File: config.mk
export PLATFORM = sky130hd
export DESIGN_NAME = poly_eval_scheduler
export DESIGN_NICKNAME = d
export VERILOG_FILES = /design/src/rtl/poly_eval_scheduler_pkg.sv /design/src/rtl/poly_eval_scheduler_rr_arbiter.sv /design/src/rtl/poly_eval_scheduler.sv
export SDC_FILE = /design/constraint.sdc
export NUM_CORES = 1
export LEC_CHECK = 0
export ABC_AREA = 1
export CAP_MARGIN = 20
export CORE_AREA = 3 3 143 145
export DETAILED_ROUTE_END_ITERATION = 8
export DIE_AREA = 0 0 146 148
export MAX_ROUTING_LAYER = met4
export PLACE_DENSITY = 0.68
export SLEW_MARGIN = 20
export SYNTH_ARGS = -nofsm -noshare
export SYNTH_HDL_FRONTEND = slang
export SYNTH_HIERARCHICAL = 1
export SYNTH_SLANG_ARGS = --single-unit
File: constraint.sdc
create_clock -name clk -period 8.55 [get_ports clk]
set_clock_uncertainty 0.05 [all_clocks]
set_input_delay 1.71 -clock clk [delete_from_list [all_inputs] [get_ports clk]]
set_output_delay 1.71 -clock clk [all_outputs]
set_load 0.005 [all_outputs]
File: src/rtl/poly_eval_scheduler_pkg.sv
// poly_sched_pkg: shared state encoding and default datapath width for the evaluator scheduler
package poly_sched_pkg;
  localparam int W_DEF = 16;
  typedef enum logic [2:0] {IDLE, CLEAR, LAUNCH, WAIT, DONE} state_t;
endpackage

File: src/rtl/poly_eval_scheduler_rr_arbiter.sv
// rr_arbiter: combinational round-robin pick of the first request at or above the pointer
module rr_arbiter #(
  parameter int N  = 4,
  parameter int PW = $clog2(N)
) (
  input  logic [N-1:0]  i_req,
  input  logic [PW-1:0] i_p,
  output logic [N-1:0]  o_grant,
  output logic [PW-1:0] o_g,
  output logic          o_any
);
  assign o_any   = |i_req;
  assign o_grant = o_any ? (N'(1) << o_g) : '0;
  // scan from farthest to nearest so the nearest set bit above p wins
  always_comb begin
    o_g = '0;
    for (int k = N - 1; k >= 0; k--)
      if (i_req[(int'(i_p) + k) % N]) o_g = PW'((int'(i_p) + k) % N);
  end
endmodule

File: src/rtl/poly_eval_scheduler.sv
// poly_eval_scheduler: round-robin sharing of one fixed-latency polynomial evaluator among requesters
module poly_eval_scheduler
  import poly_sched_pkg::*;
#(
  parameter int N_REQ    = 4,
  parameter int W        = W_DEF,
  parameter int EVAL_LAT = 8
) (
  input  logic               clk,
  input  logic               rst,
  input  logic [N_REQ-1:0]   req,
  input  logic [N_REQ*W-1:0] req_x,
  input  logic [N_REQ*W-1:0] req_A,
  input  logic [N_REQ*W-1:0] req_B,
  input  logic [N_REQ*W-1:0] req_C,
  output logic [N_REQ-1:0]   ack,
  output logic [N_REQ-1:0]   rsp_valid,
  output logic [W-1:0]       rsp_data,
  output logic               eval_rst,
  output logic               eval_inicio,
  output logic [W-1:0]       eval_x,
  output logic [W-1:0]       eval_A,
  output logic [W-1:0]       eval_B,
  output logic [W-1:0]       eval_C,
  input  logic [W-1:0]       eval_resultado,
  output logic               busy
);
  localparam int PW = $clog2(N_REQ);
  localparam int CW = $clog2(EVAL_LAT + 1);
  state_t           r_state;
  logic [PW-1:0]    r_p, r_g, w_g;
  logic [CW-1:0]    r_cnt;
  logic [N_REQ-1:0] w_grant, r_ack, r_rsp_valid;
  logic             w_any, r_clr, r_inicio, r_busy;
  logic [W-1:0]     r_x, r_a, r_b, r_c, r_rsp_data;
  rr_arbiter #(.N(N_REQ), .PW(PW)) u_arb (
    .i_req(req),
    .i_p(r_p),
    .o_grant(w_grant),
    .o_g(w_g),
    .o_any(w_any)
  );
  assign ack         = r_ack;
  assign rsp_valid   = r_rsp_valid;
  assign rsp_data    = r_rsp_data;
  assign eval_rst    = rst | r_clr;
  assign eval_inicio = r_inicio;
  assign busy        = r_busy;
  assign eval_x      = r_x;
  assign eval_A      = r_a;
  assign eval_B      = r_b;
  assign eval_C      = r_c;
  // job sequencer: pulse outputs are registered one state ahead so they line up with the state they belong to
  always_ff @(posedge clk or posedge rst) begin
    if (rst) begin
      r_state     <= IDLE;
      r_p         <= '0;
      r_g         <= '0;
      r_cnt       <= '0;
      r_x         <= '0;
      r_a         <= '0;
      r_b         <= '0;
      r_c         <= '0;
      r_rsp_data  <= '0;
      r_rsp_valid <= '0;
      r_ack       <= '0;
      r_clr       <= 1'b0;
      r_inicio    <= 1'b0;
      r_busy      <= 1'b0;
    end else begin
      r_ack       <= '0;
      r_clr       <= 1'b0;
      r_inicio    <= 1'b0;
      r_rsp_valid <= '0;
      case (r_state)
        IDLE: if (w_any) begin
          r_g     <= w_g;
          r_x     <= req_x[int'(w_g)*W +: W];
          r_a     <= req_A[int'(w_g)*W +: W];
          r_b     <= req_B[int'(w_g)*W +: W];
          r_c     <= req_C[int'(w_g)*W +: W];
          r_ack   <= w_grant;
          r_clr   <= 1'b1;
          r_busy  <= 1'b1;
          r_state <= CLEAR;
        end
        CLEAR: begin
          r_inicio <= 1'b1;
          r_state  <= LAUNCH;
        end
        LAUNCH: begin
          r_cnt   <= CW'(EVAL_LAT - 1);
          r_state <= WAIT;
        end
        WAIT: if (r_cnt == '0) r_state <= DONE; else r_cnt <= r_cnt - 1'b1;
        DONE: begin
          r_rsp_data  <= eval_resultado;
          r_rsp_valid <= N_REQ'(1) << r_g;
          r_p         <= (r_g == PW'(N_REQ - 1)) ? '0 : r_g + 1'b1;
          r_busy      <= 1'b0;
          r_state     <= IDLE;
        end
        default: r_state <= IDLE;
      endcase
    end
  end
endmodule
After elaboration in Yosys (flattened, before gate mapping)
Cells that the tools add are included.

storage, ports and cells
  flip-flop bits (word level) = 102
  word-level logic and storage cells = 82

cells by class
  shift operators = 6
  $add $sub $neg = 5
  mux-type cells = 29
  reduce and logical (&&, ||, !) cells = 12
  $lt $le $gt $ge = 4
  equality and inequality tests = 8
  bitwise gates (word level) = 4

operator list
  operator                                             count
  variable part select 64 x 7 -> 16 bit                4
  two-way mux 4 bit                                    4
  < comparator 3 x 4 -> 1 bit, second input constant   3
  case mux 3 bit (4 select lines)                      1
  two-way mux 1 bit                                    11
  two-way mux 2 bit                                    5
  binary-select mux 1 bit (select 2 bit)               4
  case mux 4 bit (2 select lines)                      1
  AND reduction 2 bit                                  4
  left shift 1 x 2 -> 4 bit, first input constant      2
  equality test 3 x 2 -> 1 bit, second input constant  2
  two-way mux 3 bit                                    2
  OR reduction 2 bit                                   3
  adder 2 x 1 -> 2 bit, second input constant          2
  adder 2 bit, second input constant                   2
  logical NOT 4 bit                                    1
  inequality test 2 bit, second input constant         2
  nonzero test 2 bit                                   2
  OR reduction 4 bit                                   1
  subtractor 4 x 1 -> 4 bit, second input constant     1
  bitwise AND 1 bit, first input constant              3
  equality test 3 x 1 -> 1 bit, second input constant  1
  equality test 3 bit, second input constant           1
  logical NOT 3 bit                                    1
  other kinds (5)                                      5

Longest topological paths before layout
  depth after elaboration = 13
  mapped depth = 18
  depth with buffers taken out = 15

Cells and area by module
Netlist, hierarchy kept.

modules (own cells, without submodules)
  module               cells each  instances  area an instance (um^2)
  poly_eval_scheduler  931         1          6185.9
  rr_arbiter           49          1          242.7

Least setup slack after synthesis
OpenSTA, ideal clock, no wires.

  path type = input to output
  start point = input rst
  end point = output eval_rst
  path slack = 4.813 ns
  data arrival time = 1.977 ns
  required time = 6.790 ns
  stages on the path = 1
  cells stage by stage = or2_2

between the ends
  word-level cells in the longest chain between the ends = 1

ends and longest elaborated chain
  element             RTL line                   RTL
  start: declaration  poly_eval_scheduler.sv:10  input logic rst,
  OR 1 bit            poly_eval_scheduler.sv:46  assign eval_rst = rst | r_clr;
  end: declaration    poly_eval_scheduler.sv:19  output logic eval_rst,

Every way passes these cells.

Worst setup path in the final report
Same ends and word-level chain as after synthesis.

==> results.txt <==
status - completed
die span in y - 148 um
Ys Warns - 6
CTS root buf - clkbuf_16
Placer Congestion - 0.911
CTS tree - yes
largest net degree at the start of global routing - 102
DP Cell Count - 1558
Synth Instances - 980
post-synth cell types - 28
total gr overflow - 0
Clk Latency, worst-skew pair - 0.35 ns
Diodes inserted - 0
post-CTS resize count - 0
DRC viols - 0
most frequent cell after synthesis - nand2_1
Area Growth Syn to Fin - 61.7%
final hold viol count - 0
worst hold slack - 0.423 ns
# rows - 51
Hold Crit Class - reg2reg
syn nets - 1263
Starting Density - 33.2%
final worst path period share - 54.9%
Num CTS Buffers - 9
Post-synth EDFFs - 0
post-synth top area share - 39.7%
post-layout net count - 1587
worst-case clock buffer depth - 2
Final ANT Viol Nets - 0
Core Area - 0.0193 mm^2
initial antenna violation count - 0
via/cell ratio - 4.66
cell area power density - 390 mW/mm^2
synthesized area - 0.00643 mm^2
Syn Area/Cell - 6.56 um^2
post-route setup TNS - 0 ns
Initial DRT Pass Iterations - 5
port bufs - 368
synth cell count leaders - nand2_1 (375), nor2_1 (206), dfrtp_1 (102), o21ai_0 (89), inv_1 (54)
CP Class - in2out
Rel. slew slack - 30.6%
Synth async-reset ratio - 100%
Hold Buf Count CTS - 0
max cap viols - 0
share of cells above drive strength 1 - 3.36%
placed cell areas - 0.0101 mm^2
Tmin final - 4.70 ns
clock tree sinks - 102
WL per Instance - 15.4 um
leak pwr - 0.00492 uW
Max rail drop VDD - 0.000328 V
H-tree Lvls - 3
Die Area - 0.0216 mm^2
Clock Pin Slew Worst Setup and Hold Paths - 0.08 ns
Worst Setup End Kind - output pin
fmax - 213 MHz
final wirelength - 24300 um
number of synthesized register bits - 102
Slew Viols, Final - 0
global-route usage over all layers - 22.2%
final setup fails - 0
Die X-Extent - 146 um
buffers inserted by post-CTS timing repair - 0
dpl hpwl - 17900 um
Slew @ Worst Pin - 1.04 ns
fill cell count - 1896
register area share after synthesis - 39.7%
Crit Path Max Fanout - 2
largest cells by area after synthesis - dfrtp_1 (40%), nand2_1 (22%), nor2_1 (12%), o21ai_0 (6.9%), buf_6 (3.7%)
Layout Cells excl Fill - 1574
vias - 7329
Design Area, Final - 0.0104 mm^2
first-pass GRT wire length - 37000 um
Crit path arrival time - 2.94 ns
io pins - 369
Worst Setup Start Kind - input port
Req. time, crit path - 6.79 ns
Top FF cell, synth - dfrtp_1
initial DRC count - 349
unrepaired setup endpoints after global routing - no
vias in the first global route - 7010
post-synth top area cell - dfrtp_1
-- layer usage --
layer / vias up / share of wire [%] / wire length, um / track usage [%]
met5: - / 0 / 0 / -
met3: 48 / 6.7 / 1620 / 5.21
met1: 3316 / 40 / 9820 / 25.4
met2: 282 / 50 / 12100 / 38.0
li1: 3683 / - / - / -
met4: 0 / 3.1 / 741 / 8.42
-- critical path, cell delays in order --
cell	delay, ns
clkdlybuf4s50_1	0.45
or2_2	0.29
clkdlybuf4s50_1	0.48
-- logic make-up after synthesis --
| group | Yosys count | share of synthesized area, % |
|---|---|---|
| simple gates | 609 | 36.6 |
| buf+inv | 121 | 10.1 |
| flops | 102 | 39.7 |
| fa+ha+maj | 5 | 0.973 |
| xor+xnor | 2 | 0.389 |
| compound gates | 141 | 12.2 |
-- flip-flops by register name (all words and copies together), names as in the netlist --
| signal | cells |
|---|---|
| eval_C | 16 |
| r_clr | 1 |
| rsp_valid | 4 |
| ack | 4 |
| r_state | 3 |
| eval_inicio | 1 |
| rsp_data | 16 |
| r_g | 2 |
| eval_B | 16 |
| eval_x | 16 |
| r_cnt | 4 |
| r_p | 2 |
| busy | 1 |
| eval_A | 16 |
-- area by class of cell --
class / instances / area (um^2) / area share, %
repair buffers: 373 / 3720 / 35.8
multi-input cells: 757 / 3240 / 31.2
flip-flops and latches: 102 / 2550 / 24.5
well taps: 265 / 332 / 3.19
inverters: 61 / 234 / 2.25
clock buffers: 9 / 225 / 2.17
clock inverters: 7 / 88.8 / 0.854
-- cell usage in the layout, fill, tap and decap left out, drive strengths merged, types with 9 or more instances in the layout --
master,synthesis,final
dfrtp,102,102
clkbuf,11,9
inv,61,63
nand2,382,382
o211ai,31,31
clkdlybuf4s50,0,368
o21ai,108,108
nor2,210,210
nand3,13,13
-- where the power goes --
part	internal (uW)	leakage, uW	total (uW)	switching [uW]
Sequential	719	0.00127	861	142
Clock	210	0.000152	420	210
Combinational	1130	0.00350	2770	1640
-- through the flow --
step / utilization, % / total power, uW / setup slack [ns]
after CTS: 53.8 / 4120 / 3.85
final: 53.8 / 4050 / 3.85
after detailed placement: 52.1 / 3670 / 3.56
after global placement: 52.1 / 3640 / 3.61
after global routing: 53.8 / 4490 / 3.60
after floorplan: - / 2830 / 4.11
-- path summary, 6_finish.rpt --
check | startpoint | to | slack (ns) | cells after the start
setup / recovery | rst | eval_rst | 3.85 | 3
hold / removal | busy | busy | 0.42 | 2
setup reg to reg | r_p[0] | eval_B[2] | 5.05 | 16
hold reg to reg | busy | busy | 0.42 | 2
max in group asynchronous | rst | eval_A[10] | 5.80 | 3
min in group asynchronous | rst | eval_C[8] | 1.62 | 2
No activity file was read; power rests on OpenSTA's default activity.
